File: src/rtl/lsu_pkg.sv
// Shared constants for the load/store unit: FSM states, RV funct3 encodings,
// response error codes and size-to-mask helpers.
package lsu_pkg;

  localparam logic [1:0] ST_IDLE  = 2'd0;
  localparam logic [1:0] ST_READ  = 2'd1;
  localparam logic [1:0] ST_WRITE = 2'd2;
  localparam logic [1:0] ST_RESP  = 2'd3;

  localparam logic [2:0] F3_LB  = 3'b000;
  localparam logic [2:0] F3_LH  = 3'b001;
  localparam logic [2:0] F3_LW  = 3'b010;
  localparam logic [2:0] F3_LD  = 3'b011;
  localparam logic [2:0] F3_LBU = 3'b100;
  localparam logic [2:0] F3_LHU = 3'b101;
  localparam logic [2:0] F3_LWU = 3'b110;
  localparam logic [2:0] F3_SB  = 3'b000;
  localparam logic [2:0] F3_SH  = 3'b001;
  localparam logic [2:0] F3_SW  = 3'b010;
  localparam logic [2:0] F3_SD  = 3'b011;

  localparam logic [1:0] ERR_OK       = 2'd0;
  localparam logic [1:0] ERR_MISALIGN = 2'd1;
  localparam logic [1:0] ERR_RANGE    = 2'd2;
  localparam logic [1:0] ERR_ILLEGAL  = 2'd3;

  // Low offset bits that must be zero for a naturally aligned access.
  function automatic logic [2:0] align_mask(input logic [1:0] size);
    case (size)
      2'd0:    return 3'b000;
      2'd1:    return 3'b001;
      2'd2:    return 3'b011;
      default: return 3'b111;
    endcase
  endfunction

  function automatic logic [7:0] byte_mask(input logic [1:0] size);
    case (size)
      2'd0:    return 8'h01;
      2'd1:    return 8'h03;
      2'd2:    return 8'h0F;
      default: return 8'hFF;
    endcase
  endfunction

endpackage

File: src/rtl/lsu_if.sv
// Core request/response handshake plus the word-indexed data memory port.
// slave is the load/store unit's view; master is the core/memory side.
interface lsu_if #(
  parameter int DATA_WIDTH = 64,
  parameter int ADDR_WIDTH = 10
);
  logic                  req_valid;
  logic                  req_ready;
  logic                  req_store;
  logic [2:0]            req_funct3;
  logic [63:0]           req_addr;
  logic [DATA_WIDTH-1:0] req_wdata;
  logic                  resp_valid;
  logic [1:0]            resp_err;
  logic [DATA_WIDTH-1:0] load_data;
  logic [ADDR_WIDTH-1:0] mem_addr;
  logic [DATA_WIDTH-1:0] mem_write_data;
  logic                  mem_write;
  logic                  mem_read;
  logic [DATA_WIDTH-1:0] mem_read_data;

  modport slave (
    input  req_valid, req_store, req_funct3, req_addr, req_wdata, mem_read_data,
    output req_ready, resp_valid, resp_err, load_data,
    output mem_addr, mem_write_data, mem_write, mem_read
  );

  modport master (
    output req_valid, req_store, req_funct3, req_addr, req_wdata, mem_read_data,
    input  req_ready, resp_valid, resp_err, load_data,
    input  mem_addr, mem_write_data, mem_write, mem_read
  );
endinterface

File: src/rtl/lsu_align.sv
// Combinational byte lane logic: load extract with sign/zero extension and
// sub-word store merge of new bytes into the old memory word.
module lsu_align
  import lsu_pkg::*;
(
  input  logic [2:0]  funct3,
  input  logic [2:0]  offset,
  input  logic [63:0] rd_word,
  input  logic [63:0] old_word,
  input  logic [63:0] wdata,
  output logic [63:0] load_ext,
  output logic [63:0] merged
);

  logic [63:0] shifted;
  logic [63:0] wshift;
  logic [7:0]  ben;
  logic        sgn;

  always_comb begin
    shifted  = rd_word >> {offset, 3'b000};
    sgn      = 1'b0;
    load_ext = shifted;
    case (funct3[1:0])
      2'd0: begin
        sgn      = ~funct3[2] & shifted[7];
        load_ext = {{56{sgn}}, shifted[7:0]};
      end
      2'd1: begin
        sgn      = ~funct3[2] & shifted[15];
        load_ext = {{48{sgn}}, shifted[15:0]};
      end
      2'd2: begin
        sgn      = ~funct3[2] & shifted[31];
        load_ext = {{32{sgn}}, shifted[31:0]};
      end
      default: load_ext = shifted;
    endcase
  end

  always_comb begin
    wshift = wdata << {offset, 3'b000};
    ben    = byte_mask(funct3[1:0]) << offset;
    merged = old_word;
    for (int i = 0; i < 8; i++) begin
      if (ben[i]) merged[8*i +: 8] = wshift[8*i +: 8];
    end
  end

endmodule

File: src/rtl/load_store_unit.sv
// RV64 load/store unit: byte-addressed requests to word-indexed memory, RMW for sub-word stores.
// Latency accept->resp_valid: error 1, load/SD 2, SB/SH/SW 3; req_ready only in IDLE, no resp backpressure.
module load_store_unit
  import lsu_pkg::*;
#(
  parameter int DATA_WIDTH = 64,
  parameter int ADDR_WIDTH = 10
) (
  input logic  clk,
  input logic  reset,
  lsu_if.slave bus
);

  logic [1:0]            state;
  logic                  r_store;
  logic [2:0]            r_funct3;
  logic [2:0]            r_off;
  logic [ADDR_WIDTH-1:0] r_idx;
  logic [DATA_WIDTH-1:0] r_wdata;
  logic [DATA_WIDTH-1:0] merge_q;
  logic [DATA_WIDTH-1:0] load_q;
  logic [1:0]            err_q;

  logic       in_illegal;
  logic       in_misalign;
  logic       in_range_err;
  logic [1:0] in_err;
  logic [63:0] load_ext;
  logic [63:0] merged;

  always_comb begin
    in_illegal   = bus.req_store ? bus.req_funct3[2] : (bus.req_funct3 == 3'b111);
    in_misalign  = |(bus.req_addr[2:0] & align_mask(bus.req_funct3[1:0]));
    in_range_err = |bus.req_addr[63:ADDR_WIDTH+3];
    in_err       = ERR_OK;
    if (in_illegal)        in_err = ERR_ILLEGAL;
    else if (in_misalign)  in_err = ERR_MISALIGN;
    else if (in_range_err) in_err = ERR_RANGE;
  end

  lsu_align u_align (
    .funct3   (r_funct3),
    .offset   (r_off),
    .rd_word  (bus.mem_read_data),
    .old_word (merge_q),
    .wdata    (r_wdata),
    .load_ext (load_ext),
    .merged   (merged)
  );

  always_ff @(posedge clk or posedge reset) begin
    if (reset) begin
      state    <= ST_IDLE;
      r_store  <= 1'b0;
      r_funct3 <= 3'b000;
      r_off    <= 3'b000;
      r_idx    <= '0;
      r_wdata  <= '0;
      merge_q  <= '0;
      load_q   <= '0;
      err_q    <= ERR_OK;
    end else begin
      case (state)
        ST_IDLE: begin
          if (bus.req_valid) begin
            r_store  <= bus.req_store;
            r_funct3 <= bus.req_funct3;
            r_off    <= bus.req_addr[2:0];
            r_idx    <= bus.req_addr[ADDR_WIDTH+2:3];
            r_wdata  <= bus.req_wdata;
            err_q    <= in_err;
            if (in_err != ERR_OK)
              state <= ST_RESP;
            else if (bus.req_store && (bus.req_funct3[1:0] == 2'd3))
              state <= ST_WRITE;
            else
              state <= ST_READ;
          end
        end
        ST_READ: begin
          // Sub-word stores park the old word for the merge; loads finish here.
          if (r_store) begin
            merge_q <= bus.mem_read_data;
            state   <= ST_WRITE;
          end else begin
            load_q <= load_ext;
            state  <= ST_RESP;
          end
        end
        ST_WRITE: state <= ST_RESP;
        default:  state <= ST_IDLE;
      endcase
    end
  end

  always_comb begin
    bus.req_ready      = (state == ST_IDLE);
    bus.resp_valid     = (state == ST_RESP);
    bus.resp_err       = (state == ST_RESP) ? err_q : ERR_OK;
    bus.load_data      = load_q;
    bus.mem_read       = (state == ST_READ);
    bus.mem_write      = (state == ST_WRITE);
    bus.mem_addr       = r_idx;
    bus.mem_write_data = (r_funct3[1:0] == 2'd3) ? r_wdata : merged;
  end

endmodule
File: src/flat_wrapper.sv
// flat-port wrapper written by rule: the top's interface ports become plain ports
module load_store_unit_flat import lsu_pkg::*;
#(
  parameter int DATA_WIDTH = 64,
  parameter int ADDR_WIDTH = 10
)
  (clk, reset, bus_req_valid, bus_req_store, bus_req_funct3, bus_req_addr, bus_req_wdata, bus_mem_read_data, bus_req_ready, bus_resp_valid, bus_resp_err, bus_load_data, bus_mem_addr, bus_mem_write_data, bus_mem_write, bus_mem_read);
  lsu_if #(.DATA_WIDTH(DATA_WIDTH), .ADDR_WIDTH(ADDR_WIDTH)) bus_i ();
  input logic clk;
  input logic reset;
  input wire logic [$bits(bus_i.req_valid)-1:0] bus_req_valid;
  input wire logic [$bits(bus_i.req_store)-1:0] bus_req_store;
  input wire logic [$bits(bus_i.req_funct3)-1:0] bus_req_funct3;
  input wire logic [$bits(bus_i.req_addr)-1:0] bus_req_addr;
  input wire logic [$bits(bus_i.req_wdata)-1:0] bus_req_wdata;
  input wire logic [$bits(bus_i.mem_read_data)-1:0] bus_mem_read_data;
  output wire logic [$bits(bus_i.req_ready)-1:0] bus_req_ready;
  output wire logic [$bits(bus_i.resp_valid)-1:0] bus_resp_valid;
  output wire logic [$bits(bus_i.resp_err)-1:0] bus_resp_err;
  output wire logic [$bits(bus_i.load_data)-1:0] bus_load_data;
  output wire logic [$bits(bus_i.mem_addr)-1:0] bus_mem_addr;
  output wire logic [$bits(bus_i.mem_write_data)-1:0] bus_mem_write_data;
  output wire logic [$bits(bus_i.mem_write)-1:0] bus_mem_write;
  output wire logic [$bits(bus_i.mem_read)-1:0] bus_mem_read;
  assign bus_i.req_valid = bus_req_valid;
  assign bus_i.req_store = bus_req_store;
  assign bus_i.req_funct3 = bus_req_funct3;
  assign bus_i.req_addr = bus_req_addr;
  assign bus_i.req_wdata = bus_req_wdata;
  assign bus_i.mem_read_data = bus_mem_read_data;
  assign bus_req_ready = bus_i.req_ready;
  assign bus_resp_valid = bus_i.resp_valid;
  assign bus_resp_err = bus_i.resp_err;
  assign bus_load_data = bus_i.load_data;
  assign bus_mem_addr = bus_i.mem_addr;
  assign bus_mem_write_data = bus_i.mem_write_data;
  assign bus_mem_write = bus_i.mem_write;
  assign bus_mem_read = bus_i.mem_read;
  load_store_unit #(.DATA_WIDTH(DATA_WIDTH), .ADDR_WIDTH(ADDR_WIDTH)) u_core (.clk(clk), .reset(reset), .bus(bus_i));
endmodule
File: config.mk
export PLATFORM = sky130hd
export DESIGN_NAME = load_store_unit_flat
export DESIGN_NICKNAME = d
export VERILOG_FILES = /design/src/rtl/lsu_pkg.sv /design/src/rtl/lsu_if.sv /design/src/rtl/lsu_align.sv /design/src/rtl/load_store_unit.sv /design/src/flat_wrapper.sv
export SDC_FILE = /design/constraint.sdc
export NUM_CORES = 1
export LEC_CHECK = 0
export ABC_AREA = 0
export ABC_CLOCK_PERIOD_IN_PS = 5950
export BUFFER_PORTS_ARGS = -buffer_cell sky130_fd_sc_hd__buf_4
export CAP_MARGIN = 20
export CORE_MARGIN = 2
export CORE_UTILIZATION = 49
export CTS_CLUSTER_SIZE = 12
export DETAILED_ROUTE_END_ITERATION = 16
export PLACE_DENSITY = 0.88
export SETUP_SLACK_MARGIN = 0.3
export SYNTH_ARGS = -nofsm -noshare
export SYNTH_HDL_FRONTEND = slang
export SYNTH_SLANG_ARGS = --single-unit
File: constraint.sdc
create_clock -name clk -period 5.95 [get_ports clk]
set_input_delay 0.595 -clock clk [delete_from_list [all_inputs] [get_ports clk]]
set_output_delay 0.595 -clock clk [all_outputs]
set_load 0.02 [all_outputs]
==> summary.json <==
{
  "hold_path.class": {"value": "input port to asynchronous set/reset pin"},
  "worst_setup_path_end_kind": {"value": "output pin"},
  "unrepaired_setup_endpoints_after_global_routing": {"value": "false"},
  "floorplan.core_area": {"value": 25800, "unit": "µm²"},
  "number_of_placed_instances_with_taps_included": {"value": 1819},
  "number_of_enable_flip_flop_cells_after_synthesis": {"value": 0},
  "clock_power_share": {"value": 12.1, "unit": "%"},
  "postSynthCellCount": {"value": 1225},
  "global_route.overflow_total": {"value": 0},
  "post_route_ant_nets": {"value": 0},
  "crit_path_start_kind": {"value": "flop"},
  "drt_pre_antenna_iters": {"value": 6},
  "hpwl": {"value": 34800, "unit": "µm"},
  "cts_made_buffers": {"value": 23},
  "cap_violations": {"value": 0},
  "critical_path.max_fanout": {"value": 71},
  "post_synthesis_sequential_area_ratio": {"value": 41.6, "unit": "%"},
  "skew": {"value": 0.0130, "unit": "ns"},
  "critical_path_cell_by_cell": {"value": "buf_4, or3b_2, o21ai_0, a221o_1, o221a_2, o21ai_0, buf_4"},
  "synth-async-reset-ratio": {"value": 100, "unit": "%"},
  "synth_top_cells_by_count": {"value": "213 x dfrtp_1, 170 x mux2_2, 112 x nand2_1"},
  "num_io_pins": {"value": 343},
  "fill_cells": {"value": 2059},
  "grtUsageMet1": {"value": 46.9, "unit": "%"},
  "tritoncts": {"value": "built"},
  "post_synthesis_sequential_element_count": {"value": 213},
  "flow.area_growth_from_synthesis": {"value": 26.8, "unit": "%"},
  "portBuffers": {"value": 342},
  "clock_sink_count": {"value": 213},
  "antenna_cells": {"value": 0},
  "p_sw": {"value": 0.00559, "unit": "W"},
  "ctsHtreeMaxLevel": {"value": 1},
  "vias_per_cell": {"value": 6.25},
  "postSynthAreaPerCell": {"value": 10.5, "unit": "µm²"},
  "synth.top_cell.area_share": {"value": 41.6, "unit": "%"},
  "grt_pass1_wl": {"value": 70800, "unit": "µm"},
  "finalCoreUtilization": {"value": 62.8, "unit": "%"},
  "detailedRoute.firstIterationViolations": {"value": 1475},
  "cts_resized": {"value": 0},
  "slew_viol_final": {"value": 0},
  "globalRouteTotalUtil": {"value": 33.4, "unit": "%"},
  "met3_usage": {"value": 5.54, "unit": "%"},
  "yosysWarningCount": {"value": 0},
  "result_of_the_run": {"value": "complete, no violations"},
  "ys.flop_type": {"value": "dfrtp_1"},
  "fin_cells": {"value": 1854},
  "post_route_cells_drive_above_1_share": {"value": 41.8, "unit": "%"},
  "final_min_period_over_clock_period": {"value": 76.3, "unit": "%"},
  "ff2ff_setup_slack": {"value": 2.07, "unit": "ns"},
  "drc": {"value": 0},
  "synth_cell_types": {"value": 50},
  "dieArea": {"value": 27400, "unit": "µm²"},
  "wl_per_cell": {"value": 25.4, "unit": "µm"},
  "worst_ir_drop_vdd": {"value": 775, "unit": "µV"},
  "share_comb_of_total_power": {"value": 60.6, "unit": "%"},
  "top_usage_layer": {"value": "met2"},
  "timing.critical_path.required": {"value": 5.36, "unit": "ns"},
  "drt-total-wl": {"value": 47100, "unit": "µm"},
  "finish.net_count": {"value": 1712},
  "final_hold_viol_count": {"value": 0},
  "fmaxAchievable": {"value": 220, "unit": "MHz"},
  "ys_top_cells_by_area": {"value": "dfrtp_1 42%, mux2_2 15%, mux4_2 7.2%"},
  "clk_pin_slew": {"value": 0.06, "unit": "ns"},
  "synthesis.nets": {"value": 1428},
  "routing_usage_on_met2": {"value": 52.4, "unit": "%"},
  "dieWidth": {"value": 166, "unit": "µm"},
  "ctsLongestPathBuffers": {"value": 3},
  "total_power": {"value": 0.0118, "unit": "W"},
  "grt_pass1_vias": {"value": 11400},
  "seq_power_share": {"value": 27.3, "unit": "%"},
  "path_class": {"value": "flop to output pin"},
  "hold_buffers": {"value": 0},
  "transition_time_of_the_tightest_slew_check_pin": {"value": 1.07, "unit": "ns"},
  "final_critical_period": {"value": 4.54, "unit": "ns"},
  "yosysMostFrequentCell": {"value": "dfrtp_1"},
  "intPower": {"value": 0.00624, "unit": "W"},
  "yosysTopAreaCell": {"value": "dfrtp_1"},
  "antenna_found_initial": {"value": 1},
  "clock_insertion_delay_worst_skew": {"value": 0.54, "unit": "ns"},
  "slowest_delay": {"value": 0.95, "unit": "ns"},
  "p_leak": {"value": 7.03, "unit": "nW"},
  "largest_net_degree_at_the_start_of_global_routing": {"value": 140},
  "power_density": {"value": 729, "unit": "nW/µm²"},
  "synthesis.area": {"value": 12800, "unit": "µm²"},
  "gp_congestion": {"value": 0.988},
  "critical-path-slowest-cell": {"value": "dfrtp_4"},
  "post-cts-setup-buffers": {"value": 0},
  "cts_root_buf": {"value": "clkbuf_16"},
  "setup_total_negative_slack": {"value": 0, "unit": "ns"},
  "floorplan.initialDensity": {"value": 49.5, "unit": "%"},
  "slew_headroom": {"value": 28.4, "unit": "%"},
  "count_of_standard_cell_rows": {"value": 59},
  "final.hold.worst_slack": {"value": 0.255, "unit": "ns"},
  "critPathArrivalTime": {"value": 3.95, "unit": "ns"},
  "dieHeight": {"value": 166, "unit": "µm"},
  "dr_total_vias": {"value": 11600},
  "setup_viol_count_final": {"value": 0},
  "netSwitchingFraction": {"value": 47.3, "unit": "%"}
}
==> layout make-up <==
class                      count  area, µm²  area share [%]
inverter                       7       30.0           0.185
sequential                   213       5340            32.9
tap                          335        419            2.58
clock buffer                  29        628            3.87
multi-input combinational    908       7020            43.3
clock inverter                 6       97.6           0.601
timing repair buffer         356       2690            16.6
==> cells in the final DEF, fill, tap and decap left out, types with 3 or more instances in the layout <==
cell type  count
a211oi_1      27
a21oi_1       74
a21oi_2       21
a22oi_1       24
a2bb2oi_1      9
and2_1        23
buf_4        354
clkbuf_1       3
clkbuf_16     23
clkbuf_8       3
dfrtp_1      210
ha_1           4
inv_1          5
mux2_2       170
mux2i_1       75
mux4_2        41
nand2_1      110
nand2b_1      13
nand3_1        8
nand4b_1       3
nor2_1        94
nor2b_1       18
nor3_1        10
nor4_1        13
o211ai_1       7
o21ai_0      101
o21ai_1        3
o22a_1        15
o22ai_1       11
o32ai_1        7
==> through the flow <==
| step | worst slack [ns] | area, µm² |
|---|---|---|
| floorplan | 2.58 | 12800 |
| global placement | 2.03 | 15500 |
| detailed placement | 1.97 | 15500 |
| CTS | 1.41 | 16200 |
| global route | 1.23 | 16200 |
| finish | 1.41 | 16200 |
==> worst max-delay path: cells and delay by family (launching register included) <==
family / cells / cell delay (ns)
AO/OA/AOI/OAI: 4 / 1.22
buffers and inverters: 2 / 0.96
flip-flops: 1 / 0.95
AND/OR/NAND/NOR: 1 / 0.25
==> path summary, 6_finish.rpt <==
| kind | from | endpoint | cells past startpoint |
|---|---|---|---|
| max in group asynchronous | reset | u_core.r_wdata[41] | 4 |
| worst max-delay path | u_core.r_off[1] | bus_mem_write_data[39] | 7 |
| worst min register to register | u_core.err_q[0] | u_core.err_q[0] | 2 |
| worst max register to register | u_core.r_off[1] | u_core.bus.load_data[32] | 7 |
| min in group clk | bus_req_wdata[44] | u_core.r_wdata[44] | 2 |
| worst min-delay path | reset | u_core.bus.load_data[2] | 3 |
==> layer usage <==
layer	up-vias	share of wire, %
met5	-	0
met2	721	46
met1	5660	40
li1	5058	-
met3	157	8.9
met4	0	4.8
==> sequential cells by signal, summed over array words and instances (netlist names) <==
name and count:
u_core.bus.load_data 64, u_core.bus.mem_addr 10, u_core.err_q 2, u_core.merge_q 64
u_core.r_funct3 3, u_core.r_off 3, u_core.r_store 1, u_core.r_wdata 64
u_core.state 2
==> cell families (layout without fill, tap and decap cells) <==
logic type	count (synthesis)	after routing	share of synthesized area (%)
AOI/OAI and AO/OA	312	312	15.5
and+or+nand+nor	306	306	10.8
muxes	286	286	28.0
DFF	213	213	41.6
buffers and inverters	104	398	3.65
adders and majority gates	4	4	0.391
==> power groups by stage <==
stage / Sequential (W) / Combinational (W) / Clock [W]
after detailed placement: 0.00318 / 0.00704 / 0
after global placement: 0.00315 / 0.00691 / 0
after global routing: 0.00330 / 0.00759 / 0.00150
final: 0.00323 / 0.00717 / 0.00143
after floorplan: 0.00296 / 0.00460 / 0
after CTS: 0.00317 / 0.00709 / 0.00144
No activity file was read; power rests on OpenSTA's default activity.
